File: src/rtl/spi_master_sequencer.sv
// spi_master_sequencer
// Mode-0 SPI master for the Wishbone SPI register block. A rising edge on the
// start level launches one full-duplex, MSB-first transfer to one of four
// devices. The received word and a sticky done flag are held for readback.
//
// state    | meaning
// ---------+-------------------------------------------------------------
// ST_IDLE  | CS high, SCLK low, waiting for a start rising edge
// ST_SETUP | CS low, SCLK low, CS-to-first-edge setup delay
// ST_SHIFT | SCLK toggling, CLK_DIV cycles per half-period, one bit per period
// ST_HOLD  | CS still low after the last SCLK fall, then release and report

module spi_master_sequencer #(
    parameter int DATA_W   = 32,
    parameter int CLK_DIV  = 4,
    parameter int CS_SETUP = 2,
    parameter int CS_HOLD  = 2
) (
    input  logic              clk_i,
    input  logic              reset_i,
    input  logic              start_i,
    input  logic [1:0]        sel_i,
    input  logic [DATA_W-1:0] data_i,
    output logic [DATA_W-1:0] data_o,
    output logic              done_o,
    output logic              busy_o,
    output logic              sclk_o,
    output logic              mosi_o,
    input  logic              miso_i,
    output logic [3:0]        cs_n_o
);

    // One down-counter times setup, both SCLK half-periods and hold, so it is
    // sized for the largest of the three delays.
    localparam int CNT_M1  = (CLK_DIV > CS_SETUP) ? CLK_DIV : CS_SETUP;
    localparam int CNT_MAX = (CNT_M1 > CS_HOLD) ? CNT_M1 : CS_HOLD;
    localparam int CNT_W   = (CNT_MAX > 1) ? $clog2(CNT_MAX) : 1;
    localparam int BIT_W   = (DATA_W > 1) ? $clog2(DATA_W) : 1;

    localparam logic [CNT_W-1:0] HALF_LOAD  = CNT_W'(CLK_DIV - 1);
    localparam logic [CNT_W-1:0] SETUP_LOAD = CNT_W'(CS_SETUP - 1);
    localparam logic [CNT_W-1:0] HOLD_LOAD  = CNT_W'(CS_HOLD - 1);
    localparam logic [BIT_W-1:0] LAST_BIT   = BIT_W'(DATA_W - 1);

    typedef enum logic [1:0] {
        ST_IDLE,
        ST_SETUP,
        ST_SHIFT,
        ST_HOLD
    } state_t;

    state_t            state_q;
    logic              start_q;
    logic [CNT_W-1:0]  cnt_q;
    logic [BIT_W-1:0]  bit_q;
    logic [DATA_W-1:0] tx_q;
    logic [DATA_W-1:0] rx_q;
    logic [DATA_W-1:0] data_q;
    logic              done_q;
    logic              busy_q;
    logic              sclk_q;
    logic              mosi_q;
    logic [3:0]        cs_n_q;
    logic              start_rise;

    assign start_rise = start_i & ~start_q;

    // Sequencer: start edge detect, timing, shifting and all registered outputs.
    always_ff @(posedge clk_i) begin
        if (reset_i) begin
            state_q <= ST_IDLE;
            start_q <= 1'b0;
            cnt_q   <= '0;
            bit_q   <= '0;
            tx_q    <= '0;
            rx_q    <= '0;
            data_q  <= '0;
            done_q  <= 1'b0;
            busy_q  <= 1'b0;
            sclk_q  <= 1'b0;
            mosi_q  <= 1'b0;
            cs_n_q  <= 4'hF;
        end else begin
            start_q <= start_i;
            case (state_q)
                ST_IDLE: begin
                    // Edges arriving while busy were ignored elsewhere, so
                    // only an edge seen here can launch a transfer.
                    if (start_rise) begin
                        tx_q    <= data_i;
                        mosi_q  <= data_i[DATA_W-1];
                        cs_n_q  <= ~(4'b0001 << sel_i);
                        done_q  <= 1'b0;
                        busy_q  <= 1'b1;
                        cnt_q   <= SETUP_LOAD;
                        state_q <= ST_SETUP;
                    end
                end
                ST_SETUP: begin
                    if (cnt_q == '0) begin
                        cnt_q   <= HALF_LOAD;
                        bit_q   <= '0;
                        state_q <= ST_SHIFT;
                    end else begin
                        cnt_q <= cnt_q - 1'b1;
                    end
                end
                ST_SHIFT: begin
                    if (cnt_q != '0) begin
                        cnt_q <= cnt_q - 1'b1;
                    end else if (!sclk_q) begin
                        sclk_q <= 1'b1;
                        rx_q   <= {rx_q[DATA_W-2:0], miso_i};
                        cnt_q  <= HALF_LOAD;
                    end else begin
                        sclk_q <= 1'b0;
                        if (bit_q == LAST_BIT) begin
                            // mosi keeps the last bit through the hold time
                            cnt_q   <= HOLD_LOAD;
                            state_q <= ST_HOLD;
                        end else begin
                            bit_q  <= bit_q + 1'b1;
                            tx_q   <= {tx_q[DATA_W-2:0], 1'b0};
                            mosi_q <= tx_q[DATA_W-2];
                            cnt_q  <= HALF_LOAD;
                        end
                    end
                end
                ST_HOLD: begin
                    if (cnt_q != '0) begin
                        cnt_q <= cnt_q - 1'b1;
                    end else begin
                        cs_n_q  <= 4'hF;
                        mosi_q  <= 1'b0;
                        data_q  <= rx_q;
                        done_q  <= 1'b1;
                        busy_q  <= 1'b0;
                        state_q <= ST_IDLE;
                    end
                end
                default: state_q <= ST_IDLE;
            endcase
        end
    end

    assign data_o = data_q;
    assign done_o = done_q;
    assign busy_o = busy_q;
    assign sclk_o = sclk_q;
    assign mosi_o = mosi_q;
    assign cs_n_o = cs_n_q;

endmodule
File: config.mk
export PLATFORM = sky130hd
export DESIGN_NAME = spi_master_sequencer
export DESIGN_NICKNAME = d
export VERILOG_FILES = /design/src/rtl/spi_master_sequencer.sv
export SDC_FILE = /design/constraint.sdc
export NUM_CORES = 1
export LEC_CHECK = 0
export BUFFER_PORTS_ARGS = -buffer_cell sky130_fd_sc_hd__buf_2
export CAP_MARGIN = 20
export CORE_ASPECT_RATIO = 1.75
export CORE_MARGIN = 2
export CORE_UTILIZATION = 56
export DETAILED_ROUTE_END_ITERATION = 7
export PLACE_DENSITY = 0.9
export SYNTH_ARGS = -nofsm -noshare
export SYNTH_HDL_FRONTEND = slang
export SYNTH_SLANG_ARGS = --single-unit
export TNS_END_PERCENT = 100
File: constraint.sdc
create_clock -name clk_i -period 2.77 [get_ports clk_i]
set_input_delay 0.554 -clock clk_i [delete_from_list [all_inputs] [get_ports clk_i]]
set_output_delay 0.554 -clock clk_i [all_outputs]
set_load 0.005 [all_outputs]
After elaboration in Yosys (flattened, before gate mapping)
Cells that the tools add are included.
{ "totals": {"mem_bits_ro": 0, "latch_bits": 0, "elab_cells": 86, "ram_bits": 0, "register_bits": 113, "mem_count": 0, "output_inout_bits": 40, "input_bits": 38} }
{ "classes": {"reduce_logical": 16, "mux": 38, "order_cmp": 0, "bitwise": 5, "shift": 1, "div_mod_pow": 0, "n_mul": 0, "addsub": 2, "eq_ne": 12} }
{ "op_table": {"columns": ["op", "n"], "rows": [
  ["2-to-1 mux 31 bit", 4],
  ["case mux 31 bit (2 select lines)", 1],
  ["2-to-1 mux 2 bit", 11],
  ["2-to-1 mux 5 bit", 4],
  ["!= test 2 bit, second input constant", 8],
  ["case mux 2 bit (4 select lines)", 2],
  ["AND reduction 6 bit", 2],
  ["case mux 5 bit (2 select lines)", 1],
  ["AND reduction 5 bit", 2],
  ["2-to-1 mux 1 bit", 9],
  ["2-to-1 mux 4 bit", 2],
  ["case mux 4 bit (2 select lines)", 1],
  ["nonzero test 2 bit", 4],
  ["AND reduction 2 bit", 3],
  ["AND reduction 3 bit", 2],
  ["adder 5 x 1 -> 5 bit, second input constant", 1],
  ["== test 5 bit, second input constant", 1],
  ["== test 2 bit, second input constant", 2],
  ["zero test 2 bit", 2],
  ["NOT 4 bit", 1],
  ["case mux 1 bit (2 select lines)", 2],
  ["<< shifter 1 x 2 -> 4 bit, first input constant", 1],
  ["NOT 1 bit", 3],
  ["case mux 1 bit (3 select lines)", 1],
  ["other kinds (4)", 4]
]} }

Depth between registers and ports, before layout
Gate-level depths: netlist (run 1).
{ "depth": {"ltp_word": 5, "depth_mapped": 9, "ltp_nobuf": 7} }

Worst setup path before layout (run 1)
Ideal clock, no wire load.
{ "synth_timing": {"path_type": "reg2reg", "startpoint": "register bit_q[0]", "endpoint": "register tx_q[10]", "arrival_ns": 1.777, "n_path_buf": 1, "setup_time_ns": 0.146, "path_slack_ns": 0.847, "path_stages_with_launch": 8, "t_required_ns": 2.624, "period_less_slack_ns": 1.923, "cell_sequence": "dfxtp_1 ha_1 and3_1 ha_1 nand2b_1 a221oi_4 buf_4 a211oi_2"} }
{ "synth_via": {"elab_chain_len": 3} }
{ "synth_rtl": {"columns": ["element", "line_no", "source"], "rows": [
  ["start, declared", "55", "logic [BIT_W-1:0] bit_q;"],
  ["start signal, assigned", "122", "bit_q <= bit_q + 1'b1;"],
  ["== test 5 bit", "117", "if (bit_q == LAST_BIT) begin"],
  ["!= test 2 bit (no line)", null, null],
  ["AND reduction 5 bit (no line)", null, null],
  ["end signal, assigned", "90", "tx_q <= data_i;"],
  ["end signal, assigned", "123", "tx_q <= {tx_q[DATA_W-2:0], 1'b0};"],
  ["end, declared", "56", "logic [DATA_W-1:0] tx_q;"]
]} }
Every way passes these cells.
A chain may end at the register's enable or synchronous reset.

Worst setup path after layout (run 1)
Ends and elaborated chain as after synthesis.

==> results of run 1 <==
==> how the worst min path moves through the flow <==
stage / from / endpoint / slack [ns]
after floorplan: rx_q[31] / data_o[31] / 0.43
after global placement: data_o[29] / data_o[29] / 0.44
after detailed placement: data_o[29] / data_o[29] / 0.45
after CTS: miso_i / rx_q[0] / 0.38
after global routing: miso_i / rx_q[0] / 0.40
final: miso_i / rx_q[0] / 0.40
==> metrics by stage <==
| stage | worst slack [ns] | util, % |
|---|---|---|
| after floorplan | 0.8465 | - |
| after global placement | 0.7377 | 61.76 |
| after detailed placement | 0.6256 | 61.76 |
| after CTS | 0.6010 | 68.27 |
| after global routing | 0.4455 | 68.27 |
| final | 0.6058 | 68.27 |
==> flip-flops by register name, summed over array words and instances, names as in the netlist <==
signal	cells
state_q	2
bit_q	5
tx_q	31
mosi_o	1
cs_n_o	4
rx_q	32
busy_o	1
start_q	1
done_o	1
data_o	32
cnt_q	2
sclk_o	1
==> layout make-up <==
type,count,area [µm²],share of cell area (%)
clock inverter,7,60.06,1.065
tap,92,115.1,2.042
multi-input combinational,372,2235,39.64
sequential,113,2262,40.12
timing repair buffer,85,473.0,8.389
inverter,4,15.01,0.2663
clock buffer,23,478.0,8.478
==> synthesized netlist by cell type (all sizes together) (2+ instances only) <==
| cell | instances |
|---|---|
| nand2 | 134 |
| dfxtp | 113 |
| a21oi | 73 |
| nor2 | 48 |
| a211oi | 35 |
| mux2i | 32 |
| buf | 21 |
| clkbuf | 20 |
| ha | 8 |
| nand2b | 5 |
| inv | 4 |
| o21ai | 4 |
| o21bai | 4 |
| nor2b | 3 |
| a221oi | 2 |
| a22oi | 2 |
| and3 | 2 |
| and3b | 2 |
| and4b | 2 |
| nand3 | 2 |
| or2 | 2 |
==> power groups by stage <==
stage / clock network (mW) / logic, mW / registers, mW
CTS: 1.99 / 1.84 / 2.08
global route: 2.06 / 2.02 / 2.10
global placement: 0 / 1.71 / 2.09
floorplan: 0 / 1.59 / 2.07
detailed placement: 0 / 1.82 / 2.11
finish: 1.96 / 1.83 / 2.08
==> worst max-delay path, delay by kind of cell, from the launching register on <==
| family | cells | cell delay (ns) |
|---|---|---|
| adder cells (fa/ha/maj) | 2 | 0.44 |
| flip-flops | 1 | 0.33 |
| AO/OA/AOI/OAI | 2 | 0.50 |
| AND/OR/NAND/NOR | 3 | 0.48 |
| buffers and inverters | 1 | 0.33 |
==> per-layer routing <==
metal	routed length, µm	vias to the layer above	track usage [%]
met5	0	-	0
met4	231	0	11.23
met3	413	21	5.721
met2	5228	88	38.53
met1	3736	1760	23.91
li1	-	1916	-
==> kinds of logic (layout without fill, tap and decap cells) <==
family          count (synthesis)  count (layout)  share of synthesized area, %
simple gates                  204             204                         17.96
compound gates                126             126                         20.09
flops                         113             113                         48.05
buf+inv                        45             119                         4.597
mux                            32              32                         6.803
fa+ha+maj                       8               8                         2.126
xor+xnor                        2               2                        0.3721
==> qor.txt, run 1 <==
Final count of hold timing violations = 0
Setup TNS = 0 ns
Startpoint types = flop
FF-to-FF path depth = 8
Number of port buffers = 77
Psw = 1.926 mW
CTS Root Buffer Type = clkbuf_16
EDFF count, synth = 0
Antenna diode count = 0
WHS Path Cells = 3
Gpl congestion = 0.8012
Share of the synthesized area in the top cell type = 48.05%
Relative slew slack = 59.94%
CTS tree = yes
Die X = 73.32 µm
Final Cell Area = 0.005638 mm²
Start of the worst register-to-register path = bit_q[0]
Synth Flop Type = dfxtp_1
Critical-path maximum fanout = 62
Fmax = 462.1 MHz
Internal Pwr Total = 3.933 mW
DIE AREA = 0.009186 mm²
Layout Skew = 0.005792 ns
Drt initial violations = 264
RSZ-0062 raised after global routing = false
Fill count = 627
Layout cells sized above 1 = 25.00%
WL final = 9609 µm
Max-cap violations = 0
Crit-path cells = ha_1, and3_1, ha_1, nand2b_1, a221oi_4, buf_12, nor2_1, a211oi_2
Initial Utilization = 57.02%
Worst R2R End = tx_q[10]
Total power = 5.859 mW
Commonest non-fill, non-tap cell in the layout = nand2_1
Post-CTS Hold Buffers = 0
Worst reg2reg setup slack = 0.61 ns
Hold Slack = 0.3957 ns
Most frequent cells in the layout = nand2_1, dfxtp_1, buf_2
Required @ worst endpoint = 3.08 ns
Setup Buffers After CTS = 0
H-tree levels = 4
Seq/Total Area, Yosys = 48.05%
First-pass GRT wire length = 16,100 µm
Final Max Tran Viols = 0
Finished Layout Cells = 696
Async SR Flop Fraction = 0%
Total CTS buffers = 17
Crit path capture = tx_q[10]
Drt drc = 0
Clk_lat worst skew = 0.40 ns
Max VDD drop = 0.6247 mV
Mapped cell area = 0.004708 mm²
Lkg Pwr = 2.171 nW
Synth warn = 0
CTS sink count = 113
Post-Syn Nets = 576
Top post-synthesis cells by area = dfxtp_1, nand2_1, a21oi_1
Global route overflow = 0
Sw frac = 32.87%
Via density = 5.438
Yosys top cell by area = dfxtp_1
DP HPWL = 6357 µm
Clock-pin slew on the worst setup and hold paths = 0.05 ns
Area delta synth->final = 19.74%
Hold crit path type = in -> reg
Largest net degree at the start of global routing = 63
Synth cell types = 40
Crit Path Class = reg -> reg
Cells after Synth = 530
Most frequent cell on the critical path = ha_1
Slew of the pin with the lowest slew margin = 0.6009 ns
Initial antenna violation count = 0
I/O pin total = 78
Vias = 3,785
Pwr/cell area = 1039 mW/mm²
Final period utilization = 78.13%
Final setup viols = 0
Placed Instances = 666
Avg Synthesized Cell Area = 8.884 µm²
Final nets = 639
Core area = 0.008258 mm²
Vias in the first global route = 3,718
Post_cts resized = 0
GRT Overall Usage = 22.14%
Reg power frac = 35.5%
Combinational fraction of design power = 31.2%
Min cycle time layout = 2.164 ns
Worst Setup SP = bit_q[0]
Clock share of power = 33.4%
1st-pass router iterations = 4
Num rows = 44
Critical path capture point type = flop
Number of synthesized register bits = 113
Arr. time, crit path = 2.48 ns
Status = completed
DIE HEIGHT = 125.3 µm
Post-route ant nets = 0
Longest Clk Path Bufs = 2
Dpl cell area = 0.005100 mm²
Wirelength per Cell = 13.81 µm
Peak per-stage delay on the critical path = 0.33 ns
Crit-path slowest cell = dfxtp_1
(Power assumes the default switching activity.)
==> run 2: changes to the inputs <==
==> constraint.sdc (replaced) <==
create_clock -name clk_i -period 2.09 [get_ports clk_i]
set_input_delay 0.418 -clock clk_i [delete_from_list [all_inputs] [get_ports clk_i]]
set_output_delay 0.418 -clock clk_i [all_outputs]
set_load 0.005 [all_outputs]
==> qor.txt, run 2 (synthesized netlist as in run 1, its figures left out) <==
Status = complete, but fails checks
Failing checks = setup timing
Longest Clk Path Bufs = 2 (unchanged)
Placed Instances = 670 (+0.60%)
Core Util, Final = 71.44% (+3.2 points)
Final nets = 649 (+1.6%)
GRT Overall Usage = 22.46% (+0.32 points)
Max-cap violations = 0 (unchanged)
Core area = 0.008258 mm² (unchanged)
Lkg Pwr = 2.281 nW (+5.1%)
Min cycle time layout = 2.099 ns (-0.06523 ns)
Most frequent cells in the layout = nand2_1, dfxtp_1, buf_2
Worst R2R End = tx_q[0]
I/O pin total = 78 (unchanged)
Post-route ant nets = 0 (unchanged)
CTS Root Buffer Type = clkbuf_16
Max VDD drop = 0.7613 mV (+22%)
Final Max Tran Viols = 0 (unchanged)
Fmax = 476.4 MHz (+3.1%)
DIE HEIGHT = 125.3 µm (unchanged)
Start of the worst register-to-register path = bit_q[0]
1st-pass router iterations = 4 (unchanged)
Drt drc = 0 (unchanged)
Vias = 3,986 (+5.3%)
Num rows = 44 (unchanged)
Gpl congestion = 0.8343 (+4.1%)
Startpoint types = flop
First-pass GRT wire length = 16,340 µm (+1.5%)
Commonest non-fill, non-tap cell in the layout = nand2_1
Number of port buffers = 77 (unchanged)
Antenna diode count = 0 (unchanged)
Clock-pin slew on the worst setup and hold paths = 0.05 ns (about the same)
Via density = 5.630 (+3.5%)
Layout Skew = 0.009400 ns (+0.003608 ns)
Arr. time, crit path = 2.43 ns (-0.05 ns)
Wirelength per Cell = 15.94 µm (+15%)
Worst reg2reg setup slack = -0.009 ns (-0.61 ns)
Clk_lat worst skew = 0.41 ns (about the same)
CTS tree = yes
Vias in the first global route = 3,810 (+2.5%)
Pwr/cell area = 1502 mW/mm² (+45%)
Finished Layout Cells = 708 (+1.7%)
DIE AREA = 0.009186 mm² (unchanged)
FF-to-FF path depth = 9 (+1)
Relative slew slack = 59.23% (-0.71 points)
Final setup viols = 1 (+1)
Critical-path maximum fanout = 16 (-74%)
Fill count = 592 (-5.6%)
H-tree levels = 4 (unchanged)
Final period utilization = 100.4% (+22 points)
WHS Path Cells = 3 (unchanged)
Initial antenna violation count = 0 (unchanged)
CTS sink count = 113 (unchanged)
Final count of hold timing violations = 0 (unchanged)
Hold crit path type = in -> reg
DP HPWL = 6360 µm (about the same)
WL final = 11,290 µm (+17%)
Critical path capture point type = flop
Layout cells sized above 1 = 27.60% (+2.6 points)
Die X = 73.32 µm (unchanged)
Dpl cell area = 0.005142 mm² (+0.83%)
Slew of the pin with the lowest slew margin = 0.6115 ns (+0.01059 ns)
Hold Crit Endpoint = rx_q[0]
Largest net degree at the start of global routing = 63 (unchanged)
Placement Setup Slack = -0.004697 ns (-0.6303 ns)
Total power = 8.861 mW (+51%)
Post-CTS Hold Buffers = 0 (unchanged)
Setup ws final = -0.008986 ns (-0.6148 ns)
Global route overflow = 0 (unchanged)
Initial Utilization = 57.02% (unchanged)
Area delta synth->final = 25.30%
Required @ worst endpoint = 2.42 ns (-0.66 ns)
Drt initial violations = 256 (-3.0%)
Total CTS buffers = 17 (unchanged)
Worst min-delay path startpoint = miso_i
Crit Path Class = reg -> reg
Final Cell Area = 0.005899 mm² (+4.6%)
## run 2: cell count changes in the layout (fill, tap and decap cells not counted), sizes merged
cell,delta
clkbuf,+1
clkinvlp,+1
bufinv,+3
buf,+8
clkinv,-1
## run 2: critical path, cell delays in order (launching register included)
cell,delay (ns)
dfxtp_2,0.33
ha_1,0.21
and3_1,0.19
ha_2,0.18
nand2b_4,0.16
a221oi_4,0.28
buf_6,0.19
buf_12,0.17
nand3b_1,0.11
a21oi_1,0.18
## run 2: cell type report
class                      instances  area, µm²  share of cell area (%)
inverter                           4      15.01                  0.2545
tap                               92      115.1                   1.951
multi-input combinational        372       2256                   38.24
timing repair buffer              95      619.3                   10.50
sequential                       113       2263                   38.37
clock buffer                      22      474.2                   8.038
clock inverter                    10      156.4                   2.651
## run 2: repair_timing
action / 4_1_cts / 5_1_grt
pin swaps: 0 / 3
gates resized for setup: 1 / 13
setup endpoints to repair: 6 / 33
setup buffers: 0 / 2
hold endpoints to repair: 0 / 0
gates cloned: 0 / 4
## run 2: metal layers
| layer | part of all wire [%] | track usage [%] | wire [µm] | vias up |
|---|---|---|---|---|
| met2 | 55 | 41.07 | 6181 | 111 |
| met5 | 0 | 0 | 0 | - |
| met4 | 3.0 | 9.840 | 336 | 0 |
| met3 | 4.5 | 6.849 | 505 | 35 |
| li1 | - | - | - | 1937 |
| met1 | 38 | 22.41 | 4261 | 1903 |
## run 2: per-stage QoR
stage	TNS, ns	hold WS, ns
6_report	-0.008986	0.2592
5_1_grt	-0.3029	0.2426
4_1_cts	0	0.2478
3_5_place_dp	-0.006060	0.4446
3_3_place_gp	0	0.4422
2_1_floorplan	0	0.4321
## run 2: worst max path at each step
stage,from,end,slack (ns),depth (start not counted)
6_report,bit_q[0],tx_q[0],-0.009,9
5_1_grt,bit_q[0],tx_q[0],-0.09,9
4_1_cts,bit_q[0],tx_q[18],0.01,8
3_5_place_dp,bit_q[0],tx_q[14],-0.005,8
3_3_place_gp,bit_q[0],tx_q[11],0.11,8
2_1_floorplan,bit_q[0],tx_q[10],0.17,7
## run 2: where the power goes
part	leakage (nW)	internal, mW	switching [mW]
sequential	0.920	2.54	0.247
combinational	1.05	1.31	1.72
clock	0.310	2.08	0.958
total	2.28	5.94	2.93
==> run 3: changes to the inputs <==
--- a/config.mk
+++ b/config.mk
@@ -6,12 +6,12 @@
 export NUM_CORES = 1
 export LEC_CHECK = 0
 export BUFFER_PORTS_ARGS = -buffer_cell sky130_fd_sc_hd__buf_2
-export CAP_MARGIN = 20
 export CORE_ASPECT_RATIO = 1.75
 export CORE_MARGIN = 2
 export CORE_UTILIZATION = 56
 export DETAILED_ROUTE_END_ITERATION = 7
 export PLACE_DENSITY = 0.9
+export SKIP_CTS_REPAIR_TIMING = 1
 export SYNTH_ARGS = -nofsm -noshare
 export SYNTH_HDL_FRONTEND = slang
 export SYNTH_SLANG_ARGS = --single-unit
==> qor.txt, run 3 (synthesized netlist as in run 1, its figures left out) <==
CTS sink count = 113 (unchanged)
Most frequent cells in the layout = nand2_1, dfxtp_1, buf_2
Relative slew slack = 60.86% (+1.6 points)
Crit-path cells = ha_1, and3_1, ha_1, nand2b_4, a221oi_4, buf_6, buf_12, nor2_1, a211oi_2
Final Cell Area = 0.005899 mm² (unchanged)
Placed Instances = 670 (unchanged)
Setup ws final = -0.03588 ns (-0.02689 ns)
Vias = 3,956 (-0.75%)
I/O pin total = 78 (unchanged)
Drt initial violations = 201 (-21%)
Post-route ant nets = 0 (unchanged)
Final count of hold timing violations = 0 (unchanged)
Drt drc = 0 (unchanged)
Min cycle time layout = 2.126 ns (+0.02689 ns)
Arr. time, crit path = 2.44 ns (about the same)
Status = complete, but fails checks
CTS tree = yes
Global routing usage on met3 = 6.688% (-0.16 points)
Max-cap violations = 0 (unchanged)
Finished Layout Cells = 708 (unchanged)
Clk_lat worst skew = 0.41 ns (about the same)
Failing checks = setup timing
Most frequent cell on the critical path = ha_1
Total power = 8.802 mW (-0.67%)
Via density = 5.588 (-0.75%)
H-tree levels = 4 (unchanged)
Vias in the first global route = 3,796 (-0.37%)
Final Max Tran Viols = 0 (unchanged)
Critical path capture point type = flop
DIE HEIGHT = 125.3 µm (unchanged)
GR Util met1 = 22.56% (+0.15 points)
Fmax = 470.4 MHz (-1.3%)
Hold crit path type = in -> reg
Slew of the pin with the lowest slew margin = 0.5871 ns (-0.02443 ns)
GR peak layer = met2
Dpl cell area = 0.005142 mm² (unchanged)
Num rows = 44 (unchanged)
1st-pass router iterations = 4 (unchanged)
Gpl congestion = 0.8343 (unchanged)
Global route overflow = 0 (unchanged)
Wirelength per Cell = 15.33 µm (-3.8%)
Lkg Pwr = 2.285 nW (+0.17%)
Commonest non-fill, non-tap cell in the layout = nand2_1
DIE AREA = 0.009186 mm² (unchanged)
Critical-path maximum fanout = 15 (-1)
CTS Root Buffer Type = clkbuf_16
Area delta synth->final = 25.30% (unchanged)
Pwr/cell area = 1492 mW/mm² (-0.67%)
Initial Utilization = 57.02% (unchanged)
Peak per-stage delay on the critical path = 0.33 ns (about the same)
Crit Path Class = reg -> reg
Total CTS buffers = 17 (unchanged)
Initial antenna violation count = 0 (unchanged)
Hold Slack = 0.2613 ns (+0.002161 ns)
Startpoint types = flop
Crit-path slowest cell = dfxtp_2
Final setup viols = 1 (unchanged)
Core area = 0.008258 mm² (unchanged)
First-pass GRT wire length = 16,200 µm (-0.84%)
Max VDD drop = 0.7564 mV (-0.64%)
Layout cells sized above 1 = 27.60% (unchanged)
WL final = 10,850 µm (-3.8%)
Met2 Usage GRT = 40.54% (-0.53 points)
Layout Skew = 0.007959 ns (-0.001441 ns)
Final nets = 649 (unchanged)
Largest net degree at the start of global routing = 63 (unchanged)
DP HPWL = 6360 µm (unchanged)
GRT Overall Usage = 22.20% (-0.26 points)
Final period utilization = 101.7% (+1.3 points)
Required @ worst endpoint = 2.40 ns (-0.02 ns)
Antenna diode count = 0 (unchanged)
Die X = 73.32 µm (unchanged)
Number of port buffers = 77 (unchanged)
Clock-pin slew on the worst setup and hold paths = 0.05 ns (about the same)
Longest Clk Path Bufs = 2 (unchanged)
==> run 3: cell counts in the layout (fill, tap and decap cells not counted) <==
No cell type changed its count.
==> run 3: cell type report <==
| type | instances | area [µm²] |
|---|---|---|
| Multi-Input combinational cell | 372 | 2256 |
| Tap cell | 92 | 115.1 |
| Sequential cell | 113 | 2263 |
| Timing Repair Buffer | 95 | 619.3 |
| Clock inverter | 10 | 156.4 |
| Fill cell | 597 | 2359 |
| Inverter | 4 | 15.01 |
| Clock buffer | 22 | 474.2 |
==> run 3: report_power, final <==
| part | internal [mW] | leakage (nW) | switching, mW |
|---|---|---|---|
| Sequential | 2.54 | 0.920 | 0.232 |
| Clock | 2.08 | 0.310 | 0.951 |
| Combinational | 1.32 | 1.06 | 1.68 |
| Total | 5.94 | 2.29 | 2.86 |
==> run 3: final timing paths <==
path	start	end	slack (ns)	cells after the start
worst max-delay path	bit_q[0]	tx_q[1]	-0.04	9
worst min register to register	data_o[1]	data_o[1]	0.45	2
worst min-delay path	miso_i	rx_q[0]	0.26	3
worst max register to register	bit_q[0]	tx_q[1]	-0.04	9
==> run 3: worst max-delay path: cells and delay by family (launching register included) <==
| kind | cells | cell delay, ns |
|---|---|---|
| AOI/OAI and AO/OA | 2 | 0.52 |
| and+or+nand+nor | 3 | 0.42 |
| buffers and inverters | 2 | 0.36 |
| DFF | 1 | 0.33 |
| adders and majority gates | 2 | 0.41 |
==> run 3: stage by stage <==
stage	setup WS [ns]	TNS [ns]	util [%]
floorplan	0.1665	0	-
global placement	0.1115	0	62.27
detailed placement	-0.004697	-0.006060	62.27
CTS	-0.02899	-0.08523	69.91
global route	-0.1123	-1.204	71.44
finish	-0.03588	-0.03588	71.44
==> run 3: metal layers <==
layer	up-vias	part of all wire, %
met5	-	0
met4	0	3.0
met3	26	3.8
met2	102	55
met1	1885	38
li1	1943	-
